File: config.mk
export PLATFORM = sky130hd
export DESIGN_NAME = parking_gate_ctrl
export DESIGN_NICKNAME = d
export VERILOG_FILES = /design/src/rtl/parking_pkg.sv /design/src/rtl/parking_gate_ctrl_gate_lane.sv /design/src/rtl/parking_gate_ctrl.sv
export SDC_FILE = /design/constraint.sdc
export NUM_CORES = 1
export LEC_CHECK = 0
export BUFFER_PORTS_ARGS = -buffer_cell sky130_fd_sc_hd__buf_2
export CORE_ASPECT_RATIO = 2
export CORE_MARGIN = 10
export CORE_UTILIZATION = 35
export DETAILED_ROUTE_END_ITERATION = 8
export GPL_TIMING_DRIVEN = 0
export PLACE_DENSITY_LB_ADDON = 0.25
export SLEW_MARGIN = 20
export SYNTH_ARGS = -nofsm -noshare
export SYNTH_HDL_FRONTEND = slang
export SYNTH_SLANG_ARGS = --single-unit
File: constraint.sdc
create_clock -name clk -period 1.9 [get_ports clk]
set_input_delay 0.285 -clock clk [delete_from_list [all_inputs] [get_ports clk]]
set_output_delay 0.285 -clock clk [all_outputs]
set_load 0.005 [all_outputs]
File: src/rtl/parking_pkg.sv
// Shared types and constants for the parking gate controller and the
// occupancy board it feeds.
package parking_pkg;

  localparam int DEBOUNCE_DEF     = 3;
  localparam int OPEN_TIMEOUT_DEF = 16;
  localparam int CAPACITY         = 700;

  typedef enum logic [2:0] {
    L_IDLE,
    L_CHECK,
    L_OPEN,
    L_PASSING,
    L_EMIT,
    L_DENY,
    L_WAIT_CLEAR
  } lane_state_t;

endpackage

File: src/rtl/parking_gate_ctrl_gate_lane.sv
// One barrier lane: detect debounce, admission check, open timeout,
// pass-through tracking and tailgate detection.
module gate_lane
  import parking_pkg::*;
#(
  parameter int DEBOUNCE     = DEBOUNCE_DEF,
  parameter int OPEN_TIMEOUT = OPEN_TIMEOUT_DEF,
  parameter bit CHECK_SPACE  = 1'b1
) (
  input  logic clk,
  input  logic i_rst,
  input  logic i_detect,
  input  logic i_is_uni,
  input  logic i_pass,
  input  logic i_admit,
  output logic o_cls,
  output logic o_gate_open,
  output logic o_event,
  output logic o_denied,
  output logic o_alarm
);

  localparam int DW = $clog2(DEBOUNCE + 1);
  localparam int TW = $clog2(OPEN_TIMEOUT + 1);
  localparam logic [DW-1:0] DB_LAST = DW'(DEBOUNCE - 1);
  localparam logic [DW-1:0] DB_MAX  = DW'(DEBOUNCE);
  localparam logic [TW-1:0] TO_LAST = TW'(OPEN_TIMEOUT - 1);
  localparam logic [TW-1:0] TO_MAX  = TW'(OPEN_TIMEOUT);

  lane_state_t   r_state;
  lane_state_t   w_next;
  logic [DW-1:0] r_db_cnt;
  logic [TW-1:0] r_to_cnt;
  logic          r_cls;
  logic          r_pass_q;
  logic          w_db_hit;

  // The edge that brings the count to DEBOUNCE is the edge into CHECK
  assign w_db_hit = i_detect && (r_db_cnt == DB_LAST);

  always_ff @(posedge clk) begin
    if (i_rst) r_state <= L_IDLE;
    else       r_state <= w_next;
  end

  always_ff @(posedge clk) begin
    if (i_rst) begin
      r_db_cnt <= '0;
      r_to_cnt <= '0;
      r_cls    <= 1'b0;
      r_pass_q <= 1'b0;
    end else begin
      r_pass_q <= i_pass;
      if (r_state == L_IDLE && i_detect) begin
        if (r_db_cnt != DB_MAX) r_db_cnt <= r_db_cnt + DW'(1);
      end else begin
        r_db_cnt <= '0;
      end
      if (r_state == L_OPEN) begin
        if (r_to_cnt != TO_MAX) r_to_cnt <= r_to_cnt + TW'(1);
      end else begin
        r_to_cnt <= '0;
      end
      if (r_state == L_IDLE && w_db_hit) r_cls <= i_is_uni;
    end
  end

  always_comb begin
    w_next = r_state;
    unique case (r_state)
      L_IDLE:       if (w_db_hit) w_next = L_CHECK;
      L_CHECK:      w_next = (!CHECK_SPACE || i_admit) ? L_OPEN : L_DENY;
      L_OPEN: begin
        if (i_pass)                   w_next = L_PASSING;
        else if (r_to_cnt == TO_LAST) w_next = L_WAIT_CLEAR;
      end
      L_PASSING:    if (!i_pass) w_next = L_EMIT;
      L_EMIT:       w_next = L_WAIT_CLEAR;
      L_DENY:       w_next = L_WAIT_CLEAR;
      L_WAIT_CLEAR: if (!i_detect) w_next = L_IDLE;
      default:      w_next = L_IDLE;
    endcase
  end

  always_comb begin
    o_cls       = r_cls;
    o_gate_open = (r_state == L_OPEN) || (r_state == L_PASSING);
    o_event     = (r_state == L_EMIT);
    o_denied    = (r_state == L_DENY);
    o_alarm     = (r_state == L_IDLE) && i_pass && !r_pass_q;
  end

endmodule

File: src/rtl/parking_gate_ctrl.sv
// Entry/exit lane wrapper: admission decision from the board's vacancy
// flags plus event class qualification.
module parking_gate_ctrl
  import parking_pkg::*;
#(
  parameter int DEBOUNCE     = DEBOUNCE_DEF,
  parameter int OPEN_TIMEOUT = OPEN_TIMEOUT_DEF
) (
  input  logic clk,
  input  logic reset,
  input  logic entry_detect,
  input  logic entry_is_uni,
  input  logic entry_pass,
  input  logic exit_detect,
  input  logic exit_is_uni,
  input  logic exit_pass,
  input  logic uni_is_vacated_space,
  input  logic is_vacated_space,
  output logic car_entered,
  output logic is_uni_car_entered,
  output logic car_exited,
  output logic is_uni_car_exited,
  output logic entry_gate_open,
  output logic exit_gate_open,
  output logic entry_denied,
  output logic tailgate_alarm
);

  logic w_en_cls, w_en_evt, w_en_den, w_en_alm;
  logic w_ex_cls, w_ex_evt, w_ex_den, w_ex_alm;
  logic w_en_admit;

  assign w_en_admit = w_en_cls
                    ? (uni_is_vacated_space | is_vacated_space)
                    : is_vacated_space;

  gate_lane #(
    .DEBOUNCE     (DEBOUNCE),
    .OPEN_TIMEOUT (OPEN_TIMEOUT),
    .CHECK_SPACE  (1'b1)
  ) u_entry (
    .clk         (clk),
    .i_rst       (reset),
    .i_detect    (entry_detect),
    .i_is_uni    (entry_is_uni),
    .i_pass      (entry_pass),
    .i_admit     (w_en_admit),
    .o_cls       (w_en_cls),
    .o_gate_open (entry_gate_open),
    .o_event     (w_en_evt),
    .o_denied    (w_en_den),
    .o_alarm     (w_en_alm)
  );

  gate_lane #(
    .DEBOUNCE     (DEBOUNCE),
    .OPEN_TIMEOUT (OPEN_TIMEOUT),
    .CHECK_SPACE  (1'b0)
  ) u_exit (
    .clk         (clk),
    .i_rst       (reset),
    .i_detect    (exit_detect),
    .i_is_uni    (exit_is_uni),
    .i_pass      (exit_pass),
    .i_admit     (1'b1),
    .o_cls       (w_ex_cls),
    .o_gate_open (exit_gate_open),
    .o_event     (w_ex_evt),
    .o_denied    (w_ex_den),
    .o_alarm     (w_ex_alm)
  );

  assign car_entered        = w_en_evt;
  assign is_uni_car_entered = w_en_evt & w_en_cls;
  assign car_exited         = w_ex_evt;
  assign is_uni_car_exited  = w_ex_evt & w_ex_cls;
  // The exit lane skips the space check, so its deny term is always 0
  assign entry_denied       = w_en_den | w_ex_den;
  assign tailgate_alarm     = w_en_alm | w_ex_alm;

endmodule

==> results of run 1 <==
flip-flops by register name, summed over array words and instances (netlist names):
| name | flops |
|---|---|
| u_exit.r_db_cnt | 2 |
| u_entry.r_to_cnt | 5 |
| u_entry.o_cls | 1 |
| u_exit.r_pass_q | 1 |
| u_exit.o_cls | 1 |
| u_entry.r_state | 3 |
| u_exit.r_state | 3 |
| u_exit.r_to_cnt | 5 |
| u_entry.r_pass_q | 1 |
| u_entry.r_db_cnt | 2 |
where the power goes:
| group | switching [mW] | leakage [nW] | internal, mW |
|---|---|---|---|
| combinational | 0.0723 | 0.389 | 0.0534 |
| clock | 0.164 | 0.0288 | 0.185 |
| sequential | 0.0124 | 0.195 | 0.520 |
cells by family after synthesis:
family | count (synthesis) | share of synthesized area
AOI/OAI and AO/OA | 24 | 0.134
xor gates and xnor gates | 8 | 0.0564
adders and majority gates | 10 | 0.101
buffers and inverters | 20 | 0.0624
DFF | 24 | 0.387
muxes | 2 | 0.0161
and+or+nand+nor | 53 | 0.244
placed cells by master, fill, tap and decap left out, types with 5 or more instances in the layout:
master,n
dfxtp_1,24
ha_1,10
buf_2,19
inv_1,14
nand3b_1,5
a21oi_1,11
nor2_1,18
per-stage QoR:
stage / hold WS, ns / worst slack (ns) / util / cells
CTS: 0.252 / 0.0317 / 0.422 / 210
finish: 0.256 / 0.148 / 0.424 / 210
floorplan: 0.377 / 0.521 / - / 141
detailed placement: 0.479 / 0.353 / 0.406 / 206
global placement: 0.469 / 0.349 / 0.406 / 206
global route: 0.283 / 0.0357 / 0.424 / 210
area by class of cell:
| class | instances | area, um^2 |
|---|---|---|
| fill | 351 | 1970 |
| multi-input combinational | 97 | 689 |
| sequential | 24 | 480 |
| timing repair buffer | 17 | 85.1 |
| tap | 48 | 60.1 |
| clock buffer | 4 | 55.1 |
| inverter | 14 | 52.6 |
| buffer | 6 | 25.0 |
worst min-delay path by stage:
stage | endpoint | slack, ns | depth (start not counted)
floorplan | u_entry.r_state[0] | 0.38 | 1
global route | u_entry.r_state[0] | 0.28 | 2
finish | u_entry.r_state[0] | 0.26 | 2
global placement | u_entry.o_cls | 0.47 | 2
CTS | u_entry.r_state[0] | 0.25 | 2
detailed placement | u_entry.o_cls | 0.48 | 2
layer usage:
| layer | vias to the layer above | wire length (um) | global-route usage |
|---|---|---|---|
| met4 | 0 | 57 | 0.0444 |
| met2 | 12 | 1500 | 0.166 |
| met1 | 499 | 1030 | 0.0784 |
| li1 | 530 | - | - |
| met5 | - | 0 | 0 |
| met3 | 5 | 88 | 0.0205 |
repair_timing:
item | in CTS | in global routing
setup endpoints to repair | 0 | 1
buffers inserted | 0 | 0
gates resized for setup | 0 | 1
worst max-delay path, stage by stage, from the launching register on:
cell      delay (ns)
dfxtp_1         0.33
buf_2           0.18
nor3_1          0.37
nand3b_1        0.13
nand2_1         0.08
buf_2           0.11
==> metrics.yaml, run 1 <==
r2r-end: "u_entry.r_state[2]"
htreeDepth: 1
hold_violations: 0
grt_antenna_before_repair: 0
routed_wl_mm: 2.68
first_pass_iters: 4
synth-edff-count: 0
clock_path_buffers: 2
pin_count: 18
crit_fanout: 10
finalSetupViolations: 0
grt_pass1_vias: 1100
period_needed_ns: 1.75
status: "completed"
worstHoldPathType: "in -> reg"
place_area_um2: 1390
max_freq_mhz: 571
start_util: 0.364
synth_cell_type_count: 35
yosysTopAreaCell: "dfxtp_1"
slew_violations: 0
coreArea_um2: 3420
drc: 0
yosys-top-cells-area: "dfxtp_1 (39%), ha_1 (10%), nor2_1 (5.4%), a21oi_1 (4.4%), inv_1 (4.2%)"
timing.rr.start: "u_entry.r_to_cnt[0]"
portBuffers: 17
synth_top_area_frac: 0.387
track_usage: 0.0861
grt_pass1_wl_mm: 4.69
startpoint_type: "flip-flop"
dieArea_um2: 6480
finalCritPeriodShare: 0.922
maxCapViolations: 0
die_width_um: 62.1
syn-cell-area_um2: 1240
reg2regPathDepth: 5
drive_gt1_frac: 0.173
synth.most_common_cell: "dfxtp_1"
crit_arrival_ns: 1.47
synthArstFlopShare: 0
gp_congestion: 0.769
crit_start: "u_entry.r_state[0]"
power.density_nw_per_um2: 696
seq_area_frac_synth: 0.387
synth_common_cells: "dfxtp_1 (24), nor2_1 (18), inv_1 (14)"
hp-start: "reset"
clk_pin_slew_ns: 0.08
cts_buffers: 3
clk_latency_ns: 0.27
synth_cells: 141
cts_tree: "yes"
vdd_drop_max_uv: 397
finalPower_mw: 1.01
clock_sinks: 24
tightest_slew_ns: 0.444
ys_ff_latch: 24
endpoint: "tailgate_alarm"
end_kind: "primary output"
cp_data_required_time_ns: 1.62
clockRootBuffer: "clkbuf_8"
hpwl_mm: 2.15
drt_iter0_drc: 21
finalClockSkew_ns: 0.00290
nNetsFinal: 183
synth_warnings: 0
ys.flop_type: "dfxtp_1"
rsz0062_at_grt: "false"
syn_to_final_growth_pct: 16.5
die_h_um: 104
grt_start_max_net_pins: 14
design_area_um2: 1450
routedWlPerCell_um: 12.8
grt-ovfl-total: 0
r2r_slack_ns: 0.43
syn-num-nets: 161
rows: 30
insertedDiodeCount: 0
ctsHoldBuffers: 0
avgSynthCellArea_um2: 8.81
finalSetupTns_ns: 0
vias: 1046
ant_nets: 0
p_leak_nw: 0.613
criticalPathCategory: "reg -> out"
slew_headroom: 0.704
routed_via_density: 4.98
(Power assumes the default switching activity.)
==> run 2, diff against run 1 <==
--- a/config.mk
+++ b/config.mk
@@ -12,6 +12,7 @@
 export DETAILED_ROUTE_END_ITERATION = 8
 export GPL_TIMING_DRIVEN = 0
 export PLACE_DENSITY_LB_ADDON = 0.25
+export REMOVE_ABC_BUFFERS = 1
 export SLEW_MARGIN = 20
 export SYNTH_ARGS = -nofsm -noshare
 export SYNTH_HDL_FRONTEND = slang
==> metrics.yaml, run 2 (same netlist as run 1, synthesis figures left out) <==
routedWlPerCell_um: 11.9
period_needed_ns: 1.66
start_util: 0.364
end_kind: "primary output"
grt_pass1_wl_mm: 4.36
gp_congestion: 0.693
worstHoldPathType: "in -> reg"
largest_registers: "u_entry.r_to_cnt x5, u_exit.r_to_cnt x5"
crit_fanout: 12
rsz0062_at_grt: "false"
startpoint_type: "flip-flop"
syn_to_final_growth_pct: 14.5
clock_sinks: 24
cts_buffers: 3
clk_latency_ns: 0.26
cp_data_required_time_ns: 1.62
rows: 30
post-route-util: 0.416
fill_cells: 361
clock_path_buffers: 2
seq_area_um2: 480
status: "completed"
reg2regPathDepth: 3
tightest_slew_ns: 0.429
track_usage: 0.0789
vias: 1047
place_area_um2: 1360
hold_violations: 0
holdWs_ns: 0.276
design_area_um2: 1420
finalCritPeriodShare: 0.873
final_cell_mix: "dfxtp_1 (24), nor2_1 (18), buf_2 (17)"
first_pass_iters: 4
hpwl_mm: 1.99
slew_headroom: 0.713
portBuffers: 17
routed_via_density: 5.13
multi_input_area_um2: 689
place_inst: 200
finalSetupTns_ns: 0
insertedDiodeCount: 0
grt_pass1_vias: 1023
vdd_drop_max_uv: 438
clockRootBuffer: "clkbuf_8"
r2r-end: "u_entry.r_to_cnt[2]"
crit_arrival_ns: 1.37
die_h_um: 104
place_ws_ns: 0.412
die_width_um: 62.1
p_leak_nw: 0.597
power.density_nw_per_um2: 695
hold_path_end: "u_exit.o_cls"
r2r_slack_ns: 0.40
nNetsFinal: 177
drc: 0
final_common_cell: "dfxtp_1"
slew_violations: 0
fin_cells: 204
coreArea_um2: 3420
whs_path_depth: 3
drive_gt1_frac: 0.167
cts_tree: "yes"
timing.rr.start: "u_entry.r_state[1]"
routed_wl_mm: 2.42
pin_count: 18
maxCapViolations: 0
grt-ovfl-total: 0
cts_setup_buffers: 0
finalSetupViolations: 0
hp-start: "exit_is_uni"
ant_nets: 0
drt_iter0_drc: 5
clk_pin_slew_ns: 0.08
criticalPathCategory: "reg -> out"
dieArea_um2: 6480
max_freq_mhz: 603
finalClockSkew_ns: 0.00405
finalPower_mw: 0.989
grt_antenna_before_repair: 0
worst_slack_ns: 0.240
grt_start_max_net_pins: 15
htreeDepth: 1
==> run 2: changes by cell type in the layout (fill, tap and decap cells not counted), sizes merged <==
cell / before / now
clkbuf: 8 / 4
buf: 19 / 17
==> run 2: repair_timing <==
| action | CTS | global route |
|---|---|---|
| gates resized for setup | 0 | 1 |
| setup endpoints to repair | 0 | 1 |
| hold buffers | 0 | 0 |
==> run 2: worst max-delay path by stage <==
stage / from / end / slack, ns / cells past startpoint
6_report: u_entry.r_state[0] / tailgate_alarm / 0.24 / 4
5_1_grt: u_entry.r_state[0] / tailgate_alarm / 0.11 / 4
4_1_cts: u_exit.r_state[0] / tailgate_alarm / 0.11 / 4
3_5_place_dp: u_exit.r_state[0] / tailgate_alarm / 0.41 / 4
3_3_place_gp: u_entry.r_state[1] / u_entry.r_to_cnt[2] / 0.43 / 3
2_1_floorplan: u_entry.r_to_cnt[0] / u_entry.r_state[2] / 0.51 / 5
==> run 2: routing by layer <==
metal	vias to the layer above	share of wire	track usage
li1	523	-	-
met1	502	0.39	0.0763
met2	18	0.54	0.146
met3	4	0.053	0.0248
met4	0	0.018	0.0345
met5	-	0	0
==> run 2: power breakdown <==
part	total (mW)	internal, mW	switching (mW)
logic	0.104	0.0495	0.0548
registers	0.546	0.520	0.0256
clock network	0.339	0.185	0.155
==> run 2: worst max-delay path, cell delays in order (launching register included) <==
cell,delay (ns)
dfxtp_1,0.42
nor3_1,0.39
nand3b_1,0.12
nand2_1,0.08
buf_2,0.11
==> run 2: cell type report <==
cell class | instances | area share
Clock buffer | 4 | 0.0387
Inverter | 14 | 0.0369
Multi-Input combinational cell | 97 | 0.485
Sequential cell | 24 | 0.338
Tap cell | 48 | 0.0422
Timing Repair Buffer | 17 | 0.0598
==> run 3, diff against run 2 <==
--- a/config.mk
+++ b/config.mk
@@ -8,11 +8,12 @@
 export BUFFER_PORTS_ARGS = -buffer_cell sky130_fd_sc_hd__buf_2
 export CORE_ASPECT_RATIO = 2
 export CORE_MARGIN = 10
-export CORE_UTILIZATION = 35
+export CORE_UTILIZATION = 38
 export DETAILED_ROUTE_END_ITERATION = 8
-export GPL_TIMING_DRIVEN = 0
+export GPL_TIMING_DRIVEN = 1
 export PLACE_DENSITY_LB_ADDON = 0.25
 export REMOVE_ABC_BUFFERS = 1
+export SKIP_LAST_GASP = 1
 export SLEW_MARGIN = 20
 export SYNTH_ARGS = -nofsm -noshare
 export SYNTH_HDL_FRONTEND = slang
==> metrics.yaml, run 3 (same netlist as run 1, synthesis figures left out) <==
status: "completed"
startpoint_type: "flip-flop"
finalPower_mw: 0.995
cts_buffers: 3
power.density_nw_per_um2: 705
drt_iter0_drc: 12
whs_path_depth: 3
place_inst: 185
routed_via_density: 5.43
reg2regPathDepth: 3
crit_fanout: 12
routed_wl_mm: 2.50
worstHoldPathType: "in -> reg"
die_width_um: 60.4
grt_antenna_before_repair: 0
cts_setup_buffers: 0
period_needed_ns: 1.63
dieArea_um2: 6100
gp_congestion: 0.773
end_kind: "primary output"
crit_buf_inv: 1
cp_data_required_time_ns: 1.62
drive_gt1_frac: 0.171
ant_nets: 0
p_leak_nw: 0.605
cts_tree: "yes"
vias: 1027
clock_sinks: 24
grt_start_max_net_pins: 15
syn_to_final_growth_pct: 13.6
path_delay_family: "simple AND/OR/NAND/NOR gates"
die_h_um: 101
hold_path_end: "u_exit.o_cls"
largest_registers: "u_entry.r_to_cnt x5, u_exit.r_to_cnt x5"
clk_pin_slew_ns: 0.09
start_util: 0.394
slew_violations: 0
hp-start: "exit_is_uni"
portBuffers: 17
finalCritPeriodShare: 0.858
clockRootBuffer: "clkbuf_8"
holdWs_ns: 0.267
criticalPathCategory: "reg -> out"
hold_violations: 0
max_freq_mhz: 613
grt_pass1_wl_mm: 4.15
r2r_slack_ns: 0.39
track_usage: 0.0841
vdd_drop_max_uv: 573
tightest_slew_ns: 0.401
clock_path_buffers: 2
first_pass_iters: 4
grt-ovfl-total: 0
drc: 0
timing.rr.start: "u_entry.r_state[1]"
routedWlPerCell_um: 13.2
r2r-end: "u_entry.r_to_cnt[3]"
ctsHoldBuffers: 0
finalClockSkew_ns: 0.00546
finalSetupViolations: 0
pin_count: 18
fin_cells: 189
nNetsFinal: 179
cts.repair.resized: 0
final_cell_mix: "dfxtp_1 (24), nor2_1 (18), buf_2 (17)"
coreArea_um2: 3160
finalSetupTns_ns: 0
hpwl_mm: 2.02
grt_pass1_vias: 1037
slowest_delay_ns: 0.42
clk_latency_ns: 0.26
rows: 29
final_common_cell: "dfxtp_1"
crit_path_cell_trace: "nor3_1 -> nand3b_1 -> nand2_1 -> buf_2"
slew_headroom: 0.732
insertedDiodeCount: 0
crit_arrival_ns: 1.35
critPathSlowestCell: "dfxtp_1"
rsz0062_at_grt: "false"
maxCapViolations: 0
htreeDepth: 1
## run 3: changes by cell type in the layout (fill, tap and decap cells not counted), sizes merged
cell | before | now
buf | 17 | 19
## run 3: how the worst max path moves through the flow
stage                   startpoint             endpoint  slack [ns]  depth (start not counted)
2_1_floorplan  u_entry.r_to_cnt[0]   u_entry.r_state[2]        0.51                          5
3_3_place_gp    u_entry.r_state[1]  u_entry.r_to_cnt[3]        0.45                          3
3_5_place_dp    u_entry.r_state[1]  u_entry.r_to_cnt[2]        0.43                          3
4_1_cts         u_entry.r_state[0]       tailgate_alarm        0.26                          4
5_1_grt         u_entry.r_state[0]       tailgate_alarm        0.15                          4
6_report        u_entry.r_state[0]       tailgate_alarm        0.27                          4
## run 3: final cells by class
| class | instances | area, um^2 |
|---|---|---|
| multi-input cells | 97 | 684 |
| inverters | 14 | 52.6 |
| flip-flops and latches | 24 | 480 |
| repair buffers | 19 | 100 |
| fillers | 318 | 1750 |
| clock buffers | 4 | 55.1 |
| well taps | 31 | 38.8 |
## run 3: tightest hold or removal path, cell delays in order
cell,delay [ns]
buf_2,0.10
nand4_1,0.06
a21oi_1,0.05
## run 3: routing by layer
layer,up-vias,track usage,routed length (um)
met5,-,0,0
met2,13,0.169,1420
li1,521,-,-
met3,4,0.0215,137
met1,489,0.0721,914
met4,0,0.0306,34
## run 3: power breakdown
| part | total (mW) | switching (mW) | internal, mW |
|---|---|---|---|
| sequential | 0.546 | 0.0258 | 0.520 |
| clock | 0.343 | 0.158 | 0.185 |
| combinational | 0.107 | 0.0551 | 0.0516 |
## run 3: metrics by stage
step                      setup slack, ns  cell area, um^2   util
after detailed placement            0.431             1360  0.430
after global placement              0.453             1360  0.430
after CTS                           0.257             1410  0.447
after floorplan                     0.512             1220      -
final                               0.270             1410  0.447
after global routing                0.150             1410  0.447
